--- src/rtl/uart_pkg.sv ---
// UART frame controller shared types.
// States, error codes and default marker.
package uart_pkg;

  typedef enum logic [2:0] {
    ST_IDLE,
    ST_LEN,
    ST_PAYLOAD,
    ST_CSUM,
    ST_DRAIN
  } state_e;

  localparam logic [1:0] ERR_OVERRUN = 2'd0;
  localparam logic [1:0] ERR_LEN     = 2'd1;
  localparam logic [1:0] ERR_CSUM    = 2'd2;
  localparam logic [1:0] ERR_TIMEOUT = 2'd3;

  localparam logic [7:0] SYNC_DEFAULT = 8'hA5;

endpackage

--- src/rtl/uart_frame_buf.sv ---
// Payload store for one frame.
// Single port: sync write, async read.
module uart_frame_buf #(
  parameter int DEPTH = 16,
  parameter int AW    = 4
) (
  input  logic          clk,
  input  logic          we_i,
  input  logic [AW-1:0] addr_i,
  input  logic [7:0]    wdata_i,
  output logic [7:0]    rdata_o
);

  logic [7:0] mem_q [DEPTH];

  // payload bytes land here while the frame arrives
  always_ff @(posedge clk) begin
    if (we_i) begin
      mem_q[addr_i] <= wdata_i;
    end
  end

  assign rdata_o = mem_q[addr_i];

endmodule

--- src/rtl/uart_frame_ctrl.sv ---
// UART frame parser: sync, len, payload,
// checksum, then drain to a valid/ready sink.
module uart_frame_ctrl
  import uart_pkg::*;
#(
  parameter int         MAX_LEN     = 16,
  parameter logic [7:0] SYNC_BYTE   = SYNC_DEFAULT,
  parameter int         TIMEOUT_CYC = 2048
) (
  input  logic       clk,
  input  logic       rst,
  input  logic [7:0] rxd,
  input  logic       rxv,
  output logic [7:0] out_data,
  output logic       out_valid,
  output logic       out_last,
  input  logic       out_ready,
  output logic       frame_ok,
  output logic       frame_err,
  output logic [1:0] err_code,
  output logic       busy
);

  localparam int AW = (MAX_LEN > 1) ? $clog2(MAX_LEN) : 1;
  localparam int TW = $clog2(TIMEOUT_CYC + 1);
  localparam logic [TW-1:0] TMO_LAST = TW'(TIMEOUT_CYC - 1);
  localparam logic [7:0] MAX_B = 8'(MAX_LEN);

  state_e state_q, state_d;
  logic [7:0]    len_q, len_d;
  logic [7:0]    sum_q, sum_d;
  logic [7:0]    idx_q, idx_d;
  logic [TW-1:0] tmo_q, tmo_d;
  logic [7:0]    data_q, data_d;
  logic          valid_q, valid_d;
  logic          last_q, last_d;
  logic          ok_q, ok_d;
  logic          err_q, err_d;
  logic [1:0]    code_q, code_d;

  logic          buf_we;
  logic [AW-1:0] buf_addr;
  logic [7:0]    buf_rdata;
  logic [7:0]    csum;
  logic          counting;
  logic          xfer;

  // one address serves payload writes and drain reads
  assign buf_addr = idx_q[AW-1:0];

  uart_frame_buf #(
    .DEPTH (MAX_LEN),
    .AW    (AW)
  ) u_buf (
    .clk     (clk),
    .we_i    (buf_we),
    .addr_i  (buf_addr),
    .wdata_i (rxd),
    .rdata_o (buf_rdata)
  );

  assign csum     = sum_q + rxd;
  assign counting = (state_q == ST_LEN) ||
                    (state_q == ST_PAYLOAD) ||
                    (state_q == ST_CSUM);
  assign xfer     = valid_q & out_ready;

  // next-state, datapath and pulse generation
  always_comb begin
    state_d = state_q;
    len_d   = len_q;
    sum_d   = sum_q;
    idx_d   = idx_q;
    tmo_d   = '0;
    data_d  = data_q;
    valid_d = valid_q;
    last_d  = last_q;
    ok_d    = 1'b0;
    err_d   = 1'b0;
    code_d  = code_q;
    buf_we  = 1'b0;

    if (counting && !rxv) begin
      tmo_d = tmo_q + TW'(1);
    end

    unique case (state_q)
      ST_IDLE: begin
        if (rxv && rxd == SYNC_BYTE) begin
          state_d = ST_LEN;
        end
      end
      ST_LEN: begin
        if (rxv) begin
          len_d = rxd;
          sum_d = rxd;
          idx_d = '0;
          if (rxd == 8'd0 || rxd > MAX_B) begin
            err_d   = 1'b1;
            code_d  = ERR_LEN;
            state_d = ST_IDLE;
          end else begin
            state_d = ST_PAYLOAD;
          end
        end
      end
      ST_PAYLOAD: begin
        if (rxv) begin
          buf_we = 1'b1;
          sum_d  = csum;
          idx_d  = idx_q + 8'd1;
          if (idx_q == len_q - 8'd1) begin
            idx_d   = '0;
            state_d = ST_CSUM;
          end
        end
      end
      ST_CSUM: begin
        if (rxv) begin
          if (csum == 8'd0) begin
            ok_d    = 1'b1;
            valid_d = 1'b1;
            data_d  = buf_rdata;
            last_d  = (len_q == 8'd1);
            idx_d   = 8'd1;
            state_d = ST_DRAIN;
          end else begin
            err_d   = 1'b1;
            code_d  = ERR_CSUM;
            state_d = ST_IDLE;
          end
        end
      end
      ST_DRAIN: begin
        if (rxv) begin
          err_d  = 1'b1;
          code_d = ERR_OVERRUN;
        end
        if (xfer) begin
          if (last_q) begin
            valid_d = 1'b0;
            last_d  = 1'b0;
            state_d = ST_IDLE;
          end else begin
            data_d = buf_rdata;
            last_d = (idx_q == len_q - 8'd1);
            idx_d  = idx_q + 8'd1;
          end
        end
      end
      default: begin
        state_d = ST_IDLE;
      end
    endcase

    if (counting && !rxv && tmo_q == TMO_LAST) begin
      err_d   = 1'b1;
      code_d  = ERR_TIMEOUT;
      state_d = ST_IDLE;
    end
  end

  // state and output registers
  always_ff @(posedge clk) begin
    if (rst) begin
      state_q <= ST_IDLE;
      len_q   <= '0;
      sum_q   <= '0;
      idx_q   <= '0;
      tmo_q   <= '0;
      data_q  <= '0;
      valid_q <= 1'b0;
      last_q  <= 1'b0;
      ok_q    <= 1'b0;
      err_q   <= 1'b0;
      code_q  <= '0;
    end else begin
      state_q <= state_d;
      len_q   <= len_d;
      sum_q   <= sum_d;
      idx_q   <= idx_d;
      tmo_q   <= tmo_d;
      data_q  <= data_d;
      valid_q <= valid_d;
      last_q  <= last_d;
      ok_q    <= ok_d;
      err_q   <= err_d;
      code_q  <= code_d;
    end
  end

  assign out_data  = data_q;
  assign out_valid = valid_q;
  assign out_last  = last_q;
  assign frame_ok  = ok_q;
  assign frame_err = err_q;
  assign err_code  = code_q;
  assign busy      = (state_q != ST_IDLE);

endmodule

--- config.mk ---
export PLATFORM = sky130hd
export DESIGN_NAME = uart_frame_ctrl
export DESIGN_NICKNAME = d
export VERILOG_FILES = /design/src/rtl/uart_pkg.sv /design/src/rtl/uart_frame_buf.sv /design/src/rtl/uart_frame_ctrl.sv
export SDC_FILE = /design/constraint.sdc
export NUM_CORES = 1
export LEC_CHECK = 0
export BUFFER_PORTS_ARGS = -buffer_cell sky130_fd_sc_hd__buf_2
export CORE_AREA = 10 10 154 156
export CTS_BUF_LIST = sky130_fd_sc_hd__clkbuf_8
export DETAILED_ROUTE_END_ITERATION = 10
export DIE_AREA = 0 0 164 166
export SLEW_MARGIN = 10
export SYNTH_ARGS = -nofsm -noshare
export SYNTH_HDL_FRONTEND = slang
export SYNTH_SLANG_ARGS = --single-unit
--- constraint.sdc ---
create_clock -name clk -period 3.5 [get_ports clk]
set_input_delay 0.35 -clock clk [delete_from_list [all_inputs] [get_ports clk]]
set_output_delay 0.35 -clock clk [all_outputs]
set_load 0.02 [all_outputs]
==> flow_metrics.py, run 1 <==
metrics = {
    "setup_path": {
        "worst-setup-path-type": "register to register",
        "end_kind": "register",
        "cp_slowest_stage_delay_ns": 0.57,
        "path_buf_inv": 1,
        "crit_family": "simple AND/OR/NAND/NOR gates",
        "crit_arrival_ns": 3.62,
        "worst_r2r_endpoint": "out_data[5]",
        "rrSetupSlack_ns": 0.23,
        "startpoint_type": "register",
        "cp_cell_sequence": "ha_1 -> inv_1 -> fa_1 -> nor2b_1 -> o211a_1 -> o311ai_1 -> or4b_1 -> or4_1 -> a22o_2 -> mux2i_1",
        "slowest_stage": "or4b_1",
        "path_max_fanout": 8,
        "timing.rr.start": "sum_q[0]",
        "required_ns": 3.86,
        "r2r_cells": 10,
    },
    "floorplan": {
        "die-area_um2": 27200,
        "io-pin-count": 27,
        "die_y_um": 166,
        "core_area_um2": 20700,
        "die_x_um": 164,
        "start_util_pct": 39.1,
        "rows": 53,
    },
    "synth": {
        "synth_cell_types": 63,
        "synth-seq-cells": 185,
        "synth_fa_ha_area_share_pct": 2.42,
        "synth_common_cells": "128 x edfxtp_1, 73 x nand2_1, 57 x dfxtp_1, 46 x nor2_1, 32 x mux4_2",
        "synth_top_family_by_area": "multiplexers",
        "synth_edf_count": 128,
        "synth-seq-area-share_pct": 61.7,
        "synthArstFlopShare_pct": 0,
        "synth-simple-area-share_pct": 10.7,
        "synthFlopType": "edfxtp_1",
        "synth_top_area_share_pct": 47.6,
        "avgSynthCellArea_um2": 13.3,
        "yosysMostFrequentCell": "edfxtp_1",
        "synth_compound_area_share_pct": 7.96,
        "synthTopCellsByArea": "edfxtp_1 48%, dfxtp_1 14%, mux4_2 8.9%, nand2_1 3.4%, ha_1 2.2%",
        "synth_xor_area_share_pct": 2.82,
        "synth_area_leader_cell": "edfxtp_1",
        "syn-num-nets": 635,
        "synth.area.mux_share_pct": 12.0,
        "syn_inst": 608,
        "synth_area_um2": 8080,
        "yosysWarnings": 0,
    },
    "clocking": {
        "holdBufCountCts": 0,
        "clock_path_buffers": 2,
        "clock_sinks": 185,
        "cts.reportedPaths.clkPinSlew_ns": 0.10,
        "clk_latency_ns": 0.48,
        "ctsResizeCount": 0,
        "clockRootBuffer": "clkbuf_8",
        "cts_htree_levels": 4,
        "cts_buffers": 17,
        "post_cts_buffers": 0,
        "cts_tree": "done",
    },
    "worst_hold_path": {
        "hold_depth": 4,
        "hold_end": "out_valid",
        "hold_start": "out_ready",
        "hold_path.class": "input port to register",
    },
    "routing": {
        "vias": 5070,
        "routed_wl_mm": 18.0,
        "avgRoutedWirePerCell_um": 19.4,
        "drc": 0,
        "viasPerCell": 5.45,
        "antenna_left": 0,
        "drt-initial-drc-count": 411,
        "dr.pass1.iters": 5,
    },
    "sta": {
        "final_hold_viol_count": 0,
        "fin_skew_ns": 0.0196,
        "relSlewSlack_pct": 30.2,
        "clock.fmax_ghz": 0.306,
        "finalSetupTns_ns": 0,
        "finalCritPeriodShare_pct": 93.4,
        "holdWs_ns": 0.227,
        "finalCriticalPeriod_ns": 3.27,
        "slew_violations": 0,
        "rsz0062_at_grt": "false",
        "setup_slack_ns": 0.231,
        "worst_pin_slew_ns": 1.05,
        "setup_viol": 0,
    },
    "grt": {
        "grt_pass1_vias": 5122,
        "antenna_found_initial": 0,
        "grt_start_max_net_pins": 32,
        "grt_pass1_wl_mm": 28.6,
        "grtUsageTotal_pct": 13.4,
        "gr-total-overflow": 0,
    },
    "final_layout": {
        "antenna_cells": 0,
        "n_fill_cell": 1898,
        "synthToLayoutAreaGrowth_pct": 11.6,
        "nNetsFinal": 669,
        "drive_above_1_share_pct": 18.9,
    },
    "status": {
        "status": "complete, no violations",
    },
    "place": {
        "dp_hpwl_mm": 12.2,
        "globalplace.congestion": 0.823,
        "port_buffers": 26,
        "post-place-ws_ns": -0.0476,
    },
    "power": {
        "ir_drop_mv": 0.207,
        "power.density_nw_per_um2": 434,
        "leakagePower_nw": 3.02,
    },
    "run": {
        "drv_cap": 0,
    },
}
-- tightest hold or removal path, cell delays in order --
cell and delay [ns]:
buf_2 0.11, nand3_1 0.07, nand2_1 0.06, a21oi_1 0.06
-- metrics by stage --
step           std cells  cell area [um^2]  util [%]  total power, mW
2_1_floorplan        608              8080         -             2.42
3_3_place_gp         898              8590      41.5             2.48
3_5_place_dp         898              8590      41.5             2.48
4_1_cts              930              9020      43.6             3.95
5_1_grt              930              9020      43.6             4.05
6_report             930              9020      43.6             3.91
-- where the power goes --
group,switching (mW),internal [mW]
Combinational,0.0716,0.0279
Sequential,0.00101,2.33
Clock,0.866,0.616
Total,0.939,2.98
-- cell families after synthesis --
kind of cell | count (synthesis)
AO/OA/AOI/OAI | 90
buffers and inverters | 49
adder cells (fa/ha/maj) | 15
XOR/XNOR | 26
flip-flops | 185
multiplexers | 56
AND/OR/NAND/NOR | 187
-- placed cells by master, fill, tap and decap left out, types with 5 or more instances in the layout --
cell type,n
edfxtp_1,128
nand2_1,73
dfxtp_1,56
nor2_1,46
mux4_2,32
buf_2,26
a21oi_1,24
buf_4,22
nand3_1,18
clkbuf_8,17
inv_1,16
xor2_1,16
mux2i_1,16
ha_1,14
xnor2_1,10
o211ai_1,9
mux2_2,8
and3_1,7
or3_1,6
nor3_1,6
o21ai_0,6
nand2b_1,5
a211oi_1,5
o41ai_1,5
a311oi_1,5
-- state kept, by name (all words and copies together) (netlist names), named ones only --
| signal | count |
|---|---|
| tmo_q | 12 |
| err_code | 2 |
| out_data | 8 |
| frame_ok | 1 |
| idx_q | 8 |
| len_q | 8 |
| sum_q | 8 |
| out_valid | 1 |
| u_buf.mem_q | 128 |
| out_last | 1 |
| frame_err | 1 |
| state_q | 3 |
-- layout make-up --
cell class                      count  area, um^2  area share (%)
Multi-Input combinational cell    374        2910            32.2
Clock buffer                       17         234            2.59
Timing Repair Buffer               48         295            3.27
Inverter                           16        60.1           0.666
Sequential cell                   185        4990            55.3
Clock inverter                     15         193            2.14
Tap cell                          275         344            3.82
-- worst max-delay path by stage --
| stage | from | end | depth (start not counted) |
|---|---|---|---|
| after global routing | sum_q[0] | out_data[7] | 10 |
| after global placement | rxd[0] | out_data[5] | 11 |
| after CTS | sum_q[0] | out_data[5] | 10 |
| final | sum_q[0] | out_data[5] | 10 |
| after floorplan | rxd[0] | out_data[0] | 12 |
| after detailed placement | rxd[0] | out_data[5] | 11 |
-- per-layer routing --
metal	vias up	wire [um]	part of all wire [%]	global-route usage [%]
met5	-	0	0	0
met4	0	124	0.69	3.15
met3	12	830	4.6	3.50
met2	102	8870	49	21.8
met1	2591	8190	45	17.5
li1	2365	-	-	-
No activity file was read; power rests on OpenSTA's default activity.
==> run 2, diff against run 1 <==
--- a/config.mk
+++ b/config.mk
@@ -10,6 +10,7 @@
 export CTS_BUF_LIST = sky130_fd_sc_hd__clkbuf_8
 export DETAILED_ROUTE_END_ITERATION = 10
 export DIE_AREA = 0 0 164 166
+export PLACE_DENSITY_LB_ADDON = 0.1
 export SLEW_MARGIN = 10
 export SYNTH_ARGS = -nofsm -noshare
 export SYNTH_HDL_FRONTEND = slang
==> run 2 against run 1 <==
Effect of this change: total power is 1.3% higher; sequential share of layout area is 0.27 points lower; final cell count is 0.32% higher; final area is 0.50% higher; clock-buffer cell count stayed put; utilization is 0.22 points higher; first-iteration DRC count is 36% lower; combinational power hardly changed; register-to-register slack better by 0.02 ns; non-clock buffer count is 3 higher; clock power is 3% higher; critical endpoint is now out_data[2]; largest power group unchanged; highest routed layer unchanged.
==> flow_metrics.py, run 2 (same netlist as run 1, synthesis figures left out) <==
metrics = {
    "status": {
        "status": "complete, no violations",
    },
    "setup_path": {
        "cp_slowest_stage_delay_ns": 0.59,
        "path_max_fanout": 8,
        "slowest_stage": "or4b_1",
        "cp_cell_sequence": "ha_1 -> inv_1 -> fa_1 -> nor2b_1 -> o211a_1 -> o311ai_1 -> or4b_1 -> or4_1 -> a22o_2 -> mux2i_1",
        "end_kind": "register",
        "startpoint_type": "register",
        "path_buf_inv": 1,
        "required_ns": 3.85,
        "crit_arrival_ns": 3.59,
        "rrSetupSlack_ns": 0.26,
        "worst-setup-path-type": "register to register",
        "crit_family": "simple AND/OR/NAND/NOR gates",
    },
    "sta": {
        "rsz0062_at_grt": "false",
        "clock.fmax_ghz": 0.308,
        "finalSetupTns_ns": 0,
        "finalCritPeriodShare_pct": 92.7,
        "fin_skew_ns": 0.0185,
        "final_hold_viol_count": 0,
        "finalCriticalPeriod_ns": 3.24,
        "relSlewSlack_pct": 34.4,
        "slew_violations": 0,
        "holdWs_ns": 0.226,
        "setup_slack_ns": 0.256,
        "setup_viol": 0,
        "worst_pin_slew_ns": 0.982,
    },
    "floorplan": {
        "rows": 53,
        "die_x_um": 164,
        "die-area_um2": 27200,
        "io-pin-count": 27,
        "die_y_um": 166,
        "core_area_um2": 20700,
        "start_util_pct": 39.1,
    },
    "clocking": {
        "holdBufCountCts": 0,
        "cts.reportedPaths.clkPinSlew_ns": 0.10,
        "clock_sinks": 185,
        "post_cts_buffers": 0,
        "clockRootBuffer": "clkbuf_8",
        "cts_buffers": 17,
        "cts_htree_levels": 4,
        "clk_latency_ns": 0.47,
        "ctsResizeCount": 0,
        "cts_tree": "done",
        "clock_path_buffers": 2,
    },
    "place": {
        "post-place-ws_ns": -0.0528,
        "port_buffers": 26,
        "dp_cells": 901,
        "dp_hpwl_mm": 12.5,
        "globalplace.congestion": 0.849,
        "placed_area_um2": 8620,
    },
    "grt": {
        "grt_start_max_net_pins": 32,
        "grt_pass1_wl_mm": 29.0,
        "grt_pass1_vias": 5108,
        "grtUsageTotal_pct": 13.9,
        "gr-total-overflow": 0,
        "antenna_found_initial": 0,
    },
    "final_layout": {
        "fin_cells": 933,
        "multi_input_area_um2": 2910,
        "synthToLayoutAreaGrowth_pct": 12.1,
        "largest_reg_flops": 128,
        "n_fill_cell": 1959,
        "post-route-cell-area_um2": 9060,
        "nNetsFinal": 672,
        "layout.cells.most_common": "edfxtp_1",
        "top_regs": "u_buf.mem_q x128, tmo_q x12",
        "regArea_um2": 4990,
        "drive_above_1_share_pct": 19.6,
        "regMostFlops": "u_buf.mem_q",
        "post-route-util_pct": 43.8,
        "antenna_cells": 0,
        "final_cell_mix": "128 x edfxtp_1, 73 x nand2_1, 56 x dfxtp_1, 46 x nor2_1, 32 x mux4_2",
    },
    "run": {
        "drv_cap": 0,
    },
    "routing": {
        "dr.pass1.iters": 5,
        "routed_wl_mm": 18.5,
        "drc": 0,
        "viasPerCell": 5.33,
        "antenna_left": 0,
        "avgRoutedWirePerCell_um": 19.8,
        "drt-initial-drc-count": 261,
        "vias": 4976,
    },
    "power": {
        "power.density_nw_per_um2": 438,
        "p_switching_mw": 0.930,
        "pwr-share-clk_pct": 38.7,
        "pwr-share-comb_pct": 2.6,
        "leakagePower_nw": 3.04,
        "p_int_mw": 3.04,
        "power_mw": 3.97,
        "pwr-share-seq_pct": 58.8,
        "netSwitchingFraction_pct": 23.4,
        "ir_drop_mv": 0.219,
    },
    "worst_hold_path": {
        "hold_path.class": "input port to register",
    },
}
-- run 2: cell count changes in the layout (fill, tap and decap cells not counted), sizes merged --
cell    delta
buf        +3
clkinv     -3
inv        +2
bufinv     +1
-- run 2: metal layers --
layer / share of wire, % / wire length [um] / GRT usage, %
met1: 46 / 8560 / 18.0
met2: 50 / 9190 / 23.0
met3: 3.3 / 620 / 3.00
met4: 0.79 / 146 / 3.34
met5: 0 / 0 / 0
-- run 2: final cells by class --
class                      instances  area share, %
clock buffer                      17           2.58
clock inverter                    15           2.17
inverter                          16          0.663
multi-input combinational        374           32.1
sequential                       185           55.0
tap                              275           3.80
timing repair buffer              51           3.64
-- run 2: worst reg2reg max path: cells and delay by family, from the launching register on --
kind | cells | cell delay, ns
AO/OA/AOI/OAI | 3 | 0.68
adder cells (fa/ha/maj) | 2 | 0.56
buffers and inverters | 1 | 0.06
flip-flops | 1 | 0.34
multiplexers | 1 | 0.17
AND/OR/NAND/NOR | 3 | 1.33
-- run 2: path summary, 6_finish.rpt --
| check | from | to | cells after the start |
|---|---|---|---|
| worst min register to register | out_data[6] | out_data[6] | 2 |
| worst max-delay path | sum_q[0] | out_data[2] | 10 |
| worst min-delay path | out_ready | out_valid | 4 |
| worst max register to register | sum_q[0] | out_data[2] | 10 |
-- run 2: power by group through the flow --
stage	Combinational [mW]	Sequential, mW	Clock [mW]
after global routing	0.112	2.33	1.65
after floorplan	0.0382	2.38	0
after global placement	0.0991	2.38	0
after detailed placement	0.103	2.38	0
after CTS	0.103	2.33	1.57
final	0.101	2.33	1.53
==> run 3, diff against run 2 <==
--- a/config.mk
+++ b/config.mk
@@ -7,7 +7,7 @@
 export LEC_CHECK = 0
 export BUFFER_PORTS_ARGS = -buffer_cell sky130_fd_sc_hd__buf_2
 export CORE_AREA = 10 10 154 156
-export CTS_BUF_LIST = sky130_fd_sc_hd__clkbuf_8
+export CTS_BUF_LIST = sky130_fd_sc_hd__clkbuf_4 sky130_fd_sc_hd__clkbuf_8 sky130_fd_sc_hd__clkbuf_16
 export DETAILED_ROUTE_END_ITERATION = 10
 export DIE_AREA = 0 0 164 166
 export PLACE_DENSITY_LB_ADDON = 0.1
==> run 3 against run 2 <==
Effect of this change: clock skew down 0.0077 ns; total power up 12%; non-clock buffer count unchanged; worst hold slack better by 0.030 ns; critical endpoint is now out_data[3]; die area unchanged; clock power up 31%; sequential power about the same; first-iteration DRC count up 3.4%; clock-buffer cell count unchanged.
==> flow_metrics.py, run 3 (same netlist as run 1, synthesis figures left out) <==
metrics = {
    "status": {
        "status": "complete, no violations",
    },
    "worst_hold_path": {
        "hold_end": "out_valid",
        "hold_start": "out_ready",
        "hold_path.class": "input port to register",
        "hold_depth": 4,
    },
    "setup_path": {
        "crit_arrival_ns": 3.55,
        "required_ns": 3.80,
        "startpoint_type": "register",
        "path_max_fanout": 8,
        "end_kind": "register",
        "worst-setup-path-type": "register to register",
        "worst_r2r_endpoint": "out_data[3]",
        "rrSetupSlack_ns": 0.26,
        "r2r_cells": 10,
        "timing.rr.start": "sum_q[0]",
    },
    "place": {
        "port_buffers": 26,
        "globalplace.congestion": 0.849,
        "dp_hpwl_mm": 12.5,
        "dp_cells": 901,
    },
    "floorplan": {
        "die-area_um2": 27200,
        "die_x_um": 164,
        "core_area_um2": 20700,
        "die_y_um": 166,
        "rows": 53,
        "io-pin-count": 27,
        "start_util_pct": 39.1,
    },
    "power": {
        "power.density_nw_per_um2": 480,
        "pwr-share-clk_pct": 45.2,
        "pwr-share-comb_pct": 2.3,
        "pwr-share-seq_pct": 52.5,
        "ir_drop_mv": 0.339,
        "p_switching_mw": 0.987,
        "p_int_mw": 3.46,
        "leakagePower_nw": 3.13,
        "netSwitchingFraction_pct": 22.2,
    },
    "sta": {
        "fin_skew_ns": 0.0109,
        "rsz0062_at_grt": "false",
        "setup_viol": 0,
        "finalSetupTns_ns": 0,
        "final_hold_viol_count": 0,
        "clock.fmax_ghz": 0.308,
        "finalCriticalPeriod_ns": 3.24,
        "slew_violations": 0,
        "worst_pin_slew_ns": 1.00,
        "relSlewSlack_pct": 33.0,
        "finalCritPeriodShare_pct": 92.6,
    },
    "clocking": {
        "clock_sinks": 185,
        "cts_tree": "done",
        "holdBufCountCts": 0,
        "cts_htree_levels": 4,
        "clk_latency_ns": 0.43,
        "clock_path_buffers": 2,
        "cts.reportedPaths.clkPinSlew_ns": 0.07,
        "clockRootBuffer": "clkbuf_16",
        "cts_buffers": 17,
    },
    "final_layout": {
        "nNetsFinal": 672,
        "final_cell_mix": "128 x edfxtp_1, 73 x nand2_1, 56 x dfxtp_1, 46 x nor2_1, 32 x mux4_2",
        "top_regs": "u_buf.mem_q x128, tmo_q x12",
        "fin_cells": 933,
        "synthToLayoutAreaGrowth_pct": 14.5,
        "drive_above_1_share_pct": 19.6,
        "antenna_cells": 0,
        "n_fill_cell": 1945,
        "largest_reg_flops": 128,
        "layout.cells.most_common": "edfxtp_1",
        "regMostFlops": "u_buf.mem_q",
    },
    "grt": {
        "grt_pass1_vias": 5106,
        "grtUsageTotal_pct": 14.0,
        "grt_pass1_wl_mm": 29.1,
        "gr-total-overflow": 0,
        "grt_start_max_net_pins": 32,
        "antenna_found_initial": 0,
    },
    "routing": {
        "routed_wl_mm": 18.5,
        "vias": 4988,
        "viasPerCell": 5.35,
        "avgRoutedWirePerCell_um": 19.9,
        "antenna_left": 0,
        "dr.pass1.iters": 5,
        "drc": 0,
        "drt-initial-drc-count": 270,
    },
    "run": {
        "drv_cap": 0,
    },
}
==> run 3: layout make-up <==
class	count	area (um^2)	area share, %
Multi-Input combinational cell	374	2910	31.5
Clock inverter	15	196	2.12
Timing Repair Buffer	51	330	3.57
Clock buffer	17	425	4.60
Sequential cell	185	4990	53.9
Tap cell	275	344	3.72
Inverter	16	60.1	0.649
==> run 3: power by group through the flow <==
stage	Combinational [mW]	Sequential (mW)	Clock, mW
floorplan	0.0382	2.38	0
global placement	0.0991	2.38	0
detailed placement	0.103	2.38	0
CTS	0.103	2.33	2.06
global route	0.112	2.33	2.15
finish	0.101	2.33	2.01
==> run 3: worst max path at each step <==
stage	from	slack, ns	cells after the start	to
after global routing	sum_q[0]	0.05	10	out_data[5]
after floorplan	rxd[0]	0.37	12	out_data[0]
final	sum_q[0]	0.26	10	out_data[3]
after global placement	rxd[0]	0.009	11	out_data[3]
after detailed placement	rxd[0]	-0.05	11	out_data[2]
after CTS	sum_q[0]	0.13	10	out_data[2]
==> run 3: critical path: stages (launching register included) <==
cell and delay [ns]:
dfxtp_1 0.33, ha_1 0.17, inv_1 0.06, fa_1 0.39, nor2b_1 0.21, o211a_1 0.19, o311ai_1 0.11, or4b_1 0.59
or4_1 0.53, a22o_2 0.38, mux2i_1 0.16
==> run 3: per-stage QoR <==
step           worst slack (ns)  instance area, um^2  utilization [%]  total power, mW  hold slack [ns]
3_3_place_gp            0.00863                 8620             41.7             2.48            0.441
6_report                  0.258                 9250             44.7             4.44            0.257
4_1_cts                   0.135                 9250             44.7             4.49            0.234
3_5_place_dp            -0.0528                 8620             41.7             2.49            0.449
5_1_grt                  0.0488                 9250             44.7             4.59            0.289
2_1_floorplan             0.371                 8080                -             2.42            0.426
==> run 3: per-layer routing <==
layer,track usage (%),part of all wire [%],vias to the layer above
li1,-,-,2378
met1,18.2,46,2487
met2,23.0,49,107
met3,3.07,3.5,16
met4,3.93,1.1,0
met5,0,0,-
==> run 3: timing repair <==
action                     in CTS  in global routing
buffers inserted                0                  0
gates resized for setup         0                  2
setup endpoints to repair       0                 10
